File: src/rtl/fb_filler_pkg.sv
// Shared constants, state type and helpers for the framebuffer FIFO filler.
// Wishbone registered-feedback cycle types and the burst FSM states.
package fb_filler_pkg;

    localparam logic [2:0] CTI_CLASSIC = 3'b000;
    localparam logic [2:0] CTI_INCR    = 3'b010;
    localparam logic [2:0] CTI_EOB     = 3'b111;
    localparam logic [1:0] BTE_LINEAR  = 2'b00;

    typedef enum logic {
        IDLE,
        BURST
    } state_t;

    function automatic int frame_words(input int hdisp, input int vdisp);
        return hdisp * vdisp;
    endfunction

endpackage

File: src/rtl/fb_fifo_filler.sv
// Wishbone burst read master streaming a framebuffer into the pixel FIFO.
// Bursts start only when the FIFO has room for a whole burst.
module fb_fifo_filler
    import fb_filler_pkg::*;
#(
    parameter logic [31:0] BASE_ADDR  = 32'h0000_0000,
    parameter int          HDISP      = 800,
    parameter int          VDISP      = 480,
    parameter int          BURST_LEN  = 16,
    parameter int          DATA_WIDTH = 32
) (
    input  logic                  wclk,
    input  logic                  rst_n,
    output logic                  wb_cyc,
    output logic                  wb_stb,
    output logic                  wb_we,
    output logic [31:0]           wb_adr,
    output logic [3:0]            wb_sel,
    output logic [2:0]            wb_cti,
    output logic [1:0]            wb_bte,
    input  logic                  wb_ack,
    input  logic [DATA_WIDTH-1:0] wb_dat_i,
    output logic [DATA_WIDTH-1:0] fifo_wdata,
    output logic                  fifo_write,
    input  logic                  fifo_wfull,
    input  logic                  fifo_walmost_full,
    input  logic                  frame_sync,
    output logic                  frame_end
);

    localparam int FRAME_WORDS = frame_words(HDISP, VDISP);
    localparam int CNT_W  = (FRAME_WORDS > 1) ? $clog2(FRAME_WORDS) : 1;
    localparam int BEAT_W = (BURST_LEN > 1) ? $clog2(BURST_LEN) : 1;
    localparam logic [CNT_W-1:0]  LAST_WORD = CNT_W'(FRAME_WORDS - 1);
    localparam logic [BEAT_W-1:0] LAST_BEAT = BEAT_W'(BURST_LEN - 1);

    state_t                  r_state;
    logic                    r_cyc;
    logic [31:0]             r_adr;
    logic [2:0]              r_cti;
    logic [CNT_W-1:0]        r_cnt;
    logic [BEAT_W-1:0]       r_beat;
    logic                    r_sync_pending;
    logic                    r_fifo_write;
    logic [DATA_WIDTH-1:0]   r_fifo_wdata;
    logic                    r_frame_end;

    logic [BEAT_W-1:0]       w_beat_nxt;

    assign w_beat_nxt = r_beat + BEAT_W'(1);

    always_ff @(posedge wclk or negedge rst_n) begin
        if (!rst_n) begin
            r_state        <= IDLE;
            r_cyc          <= 1'b0;
            r_adr          <= BASE_ADDR;
            r_cti          <= CTI_CLASSIC;
            r_cnt          <= '0;
            r_beat         <= '0;
            r_sync_pending <= 1'b0;
            r_fifo_write   <= 1'b0;
            r_fifo_wdata   <= '0;
            r_frame_end    <= 1'b0;
        end else begin
            r_fifo_write <= r_cyc & wb_ack;
            r_fifo_wdata <= wb_dat_i;
            r_frame_end  <= 1'b0;
            unique case (r_state)
                IDLE: begin
                    if (r_sync_pending || frame_sync) begin
                        r_cnt          <= '0;
                        r_adr          <= BASE_ADDR;
                        r_sync_pending <= 1'b0;
                    end else if (!fifo_walmost_full) begin
                        r_state <= BURST;
                        r_cyc   <= 1'b1;
                        r_beat  <= '0;
                        r_cti   <= (LAST_BEAT == '0) ? CTI_EOB : CTI_INCR;
                    end
                end
                BURST: begin
                    // Restart is deferred so the current burst drains cleanly.
                    if (frame_sync) begin
                        r_sync_pending <= 1'b1;
                    end
                    if (wb_ack) begin
                        if (r_cnt == LAST_WORD) begin
                            r_cnt       <= '0;
                            r_adr       <= BASE_ADDR;
                            r_frame_end <= 1'b1;
                        end else begin
                            r_cnt <= r_cnt + CNT_W'(1);
                            r_adr <= r_adr + 32'd4;
                        end
                        if (r_beat == LAST_BEAT) begin
                            r_state <= IDLE;
                            r_cyc   <= 1'b0;
                            r_cti   <= CTI_CLASSIC;
                        end else begin
                            r_beat <= w_beat_nxt;
                            r_cti  <= (w_beat_nxt == LAST_BEAT) ? CTI_EOB
                                                                : CTI_INCR;
                        end
                    end
                end
                default: r_state <= IDLE;
            endcase
        end
    end

    assign wb_cyc     = r_cyc;
    assign wb_stb     = r_cyc;
    assign wb_we      = 1'b0;
    assign wb_adr     = r_adr;
    assign wb_sel     = 4'hF;
    assign wb_cti     = r_cti;
    assign wb_bte     = BTE_LINEAR;
    assign fifo_write = r_fifo_write;
    assign fifo_wdata = r_fifo_wdata;
    assign frame_end  = r_frame_end;

    // FIFO threshold must leave room for a full burst in flight.
    a_no_overflow: assert property (
        @(posedge wclk) disable iff (!rst_n) !(fifo_write && fifo_wfull)
    );

endmodule

File: config.mk
export PLATFORM = sky130hd
export DESIGN_NAME = fb_fifo_filler
export DESIGN_NICKNAME = d
export VERILOG_FILES = /design/src/rtl/fb_filler_pkg.sv /design/src/rtl/fb_fifo_filler.sv
export SDC_FILE = /design/constraint.sdc
export NUM_CORES = 1
export LEC_CHECK = 0
export ABC_AREA = 0
export BUFFER_PORTS_ARGS = -buffer_cell sky130_fd_sc_hd__buf_2
export CAP_MARGIN = 20
export CELL_PAD_IN_SITES_DETAIL_PLACEMENT = 1
export CELL_PAD_IN_SITES_GLOBAL_PLACEMENT = 1
export CORE_MARGIN = 8
export CORE_UTILIZATION = 41
export CTS_CLUSTER_DIAMETER = 30
export CTS_CLUSTER_SIZE = 10
export DETAILED_ROUTE_END_ITERATION = 16
export GPL_ROUTABILITY_DRIVEN = 1
export PLACE_DENSITY = 0.92
export SLEW_MARGIN = 20
export SYNTH_ARGS = -nofsm -noshare
export SYNTH_HDL_FRONTEND = slang
export SYNTH_SLANG_ARGS = --single-unit
File: constraint.sdc
create_clock -name wclk -period 3.9 [get_ports wclk]
set_input_delay 0.39 -clock wclk [delete_from_list [all_inputs] [get_ports wclk]]
set_output_delay 0.39 -clock wclk [all_outputs]
set_load 0.05 [all_outputs]
==> results.cfg <==
[timing]
worst_pin_slew_ns = 0.8434
slew_violations = 0
final_hold_viol_count = 0
post-route-period-util_pct = 67.71
final-setup-viol-count = 0
clock.fmax_mhz = 378.7
setup_ws_ns = 1.259
relSlewSlack_pct = 43.77
fin_crit_ns = 2.641
rsz0062_at_grt = no
skew_ns = 0.01595
fin_setup_tns_ns = 0

[critical_path]
cpPeakStageDelay_ns = 0.73
worst-path-max-fanout = 24
rr_startpoint = r_cnt[0]$_DFFE_PN0P_
worst_ep_required_time_ns = 4.16
cp-start-kind = register
cp.arrival_ns = 2.90
crit_path_top_delay_cell = a21o_1
reg2reg_slack_ns = 1.26
worstPathBufferInverterCount = 0
path_class = register to register
critPathTopFamily = compound AO/OA/AOI/OAI gates
crit_chain = ha_1 > nand3_1 > nor3_2 > a21o_1 > o21ai_0 > a22o_1
reg2reg_to = wb_adr[7]$_DFFE_PN0P_
cp-end-kind = register
r2r_cells = 6

[detailed_routing]
routed_via_density = 5.726
wirelength_mm = 12.39
vias = 3653
drt_first_pass_iters = 5
antenna_left = 0
post-route-drc-count = 0
wire_per_inst_um = 19.43
drtIter0Drc = 380

[power_and_ir_drop]
peakVddDrop_v = 0.0002418
p_leak_nw = 2.318
total_power_mw = 2.517
power_density_mw_per_mm2 = 510.9

[clock_tree]
numClockSinks = 92
cts-buffers-inserted = 9
htreeDepth = 3
clock-root-buffer = clkbuf_8
clk_path_buf_depth = 2
cts_setup_buffers = 0
cts_tree = built
cts-resized-gates = 0
hold_buffers = 0
cts.clk_slew.worst_paths_ns = 0.10
worstSkewPairLatency_ns = 0.38

[grt]
antenna_found_initial = 0
grt_pass1_vias = 3864
grt.total_usage_pct = 18.87
grt_max_degree = 93
grt_first_pass_wirelength_mm = 20.22
grt_overflow = 0

[synth]
synth_edf_count = 0
synthTopCellsByArea = dfrtp_1 56%, a31oi_1 4.2%, a21oi_1 3.6%
synth_flop_cell = dfrtp_1
synth_most_common_cell = dfrtp_1
ys_warn_count = 0
synthArstFlopShare_pct = 100.0
ys_top_cells_by_count = 92 x dfrtp_1, 37 x nand2_1, 30 x a21oi_1, 28 x a31oi_1, 27 x o21ai_0
yosysUniqueCellTypes = 44
synth_top_cell_area_share_pct = 55.54
post-synth-top-area-cell = dfrtp_1
yosys_register_bits = 92
avgSynthCellArea_um2 = 10.18
syn_area_mm2 = 0.004145
syn_inst = 407
ys_seq_area_share_pct = 55.54

[die]
fp.dieArea_mm2 = 0.01358
dieWidth_um = 116.6
die_h_um = 116.6
core-area_mm2 = 0.009774
start_util_pct = 42.41
io-pin-count = 116
num_rows = 36

[placed_design]
place_hpwl_mm = 8.560
io_buffers = 105
placed_area_mm2 = 0.004717
gp_congestion = 0.7334
pre_cts_slack_ns = 1.299

[layout]
nets = 542
layout-drive-gt1-share_pct = 26.14
postLayoutCellArea_mm2 = 0.004926
syn_to_final_growth_pct = 18.83
n_antenna_cell = 0

[outcome]
status = complete, no violations

[flow_run]
max-cap-violations = 0

[hold_path]
hold_path_class = input pin to async pin
-- worst reg2reg max path: stages (launching register included) --
cell and delay [ns]:
dfrtp_1 0.42, ha_1 0.21, nand3_1 0.27, nor3_2 0.49
a21o_1 0.73, o21ai_0 0.21, a22o_1 0.21
-- stage by stage --
stage,utilization [%],instances,hold slack (ns)
floorplan,-,414,0.09441
global placement,48.22,622,0.4712
detailed placement,48.26,622,0.4855
CTS,50.40,638,0.1046
global route,50.40,638,0.09966
finish,50.40,638,0.05240
-- routing by layer --
metal  share of wire (%)  GRT usage (%)  vias up  wire, um
met5                   0              0        -         0
met4                 2.4          8.191        0       292
met3                 6.0          3.775       24       745
met2                  52          33.01      105      6467
met1                  39          21.99     1878      4889
li1                    -              -     1646         -
-- flip-flops by register name (all words and copies together) (netlist names) --
| register | flops |
|---|---|
| fifo_wdata | 32 |
| fifo_write | 1 |
| frame_end | 1 |
| r_beat | 4 |
| r_cnt | 19 |
| r_state | 1 |
| r_sync_pending | 1 |
| wb_adr | 30 |
| wb_cti | 2 |
| wb_cyc | 1 |
-- cells by family after synthesis --
logic type | count (synthesis) | synth area share (%)
xor+xnor | 8 | 1.690
simple gates | 138 | 18.38
flops | 92 | 55.54
other cells | 2 | 0.1812
compound gates | 115 | 17.11
buf+inv | 48 | 5.886
fa+ha+maj | 4 | 1.207
-- area by class of cell --
cell class / instances / area [um^2]
fillers: 1125 / 4848
multi-input cells: 274 / 1638
clock inverters: 6 / 71.32
repair buffers: 108 / 554.3
flip-flops and latches: 92 / 2302
inverters: 15 / 56.30
clock buffers: 10 / 137.6
well taps: 133 / 166.4
-- how the worst max path moves through the flow --
stage                               start                endpoint  slack, ns  cells past startpoint
floorplan           wb_adr[2]$_DFFE_PN0P_  wb_adr[30]$_DFFE_PN0P_       1.70                      7
global placement     r_cnt[0]$_DFFE_PN0P_   wb_adr[7]$_DFFE_PN0P_       1.43                      6
detailed placement   r_cnt[0]$_DFFE_PN0P_   wb_adr[7]$_DFFE_PN0P_       1.30                      6
CTS                  r_cnt[0]$_DFFE_PN0P_   wb_adr[7]$_DFFE_PN0P_       1.25                      6
global route         r_cnt[0]$_DFFE_PN0P_   wb_adr[7]$_DFFE_PN0P_       1.02                      6
finish               r_cnt[0]$_DFFE_PN0P_   wb_adr[7]$_DFFE_PN0P_       1.26                      6
-- power breakdown --
part	switching, mW	internal, mW
registers	0.117	1.04
logic	0.491	0.184
clock network	0.364	0.321
total	0.972	1.54
-- layout by cell type, fill, tap and decap left out, drive strengths merged, types with 9 or more instances in the layout --
| cell type | synthesis | final |
|---|---|---|
| a21oi | 31 | 31 |
| o21ai | 27 | 27 |
| buf | 22 | 108 |
| clkbuf | 11 | 10 |
| a31oi | 28 | 28 |
| nand4 | 12 | 12 |
| nand2 | 37 | 37 |
| conb | 2 | 9 |
| nor3 | 11 | 11 |
| nor2 | 15 | 15 |
| inv | 15 | 17 |
| nand3 | 23 | 23 |
| dfrtp | 92 | 92 |
Power figures use the tool's default switching activity.
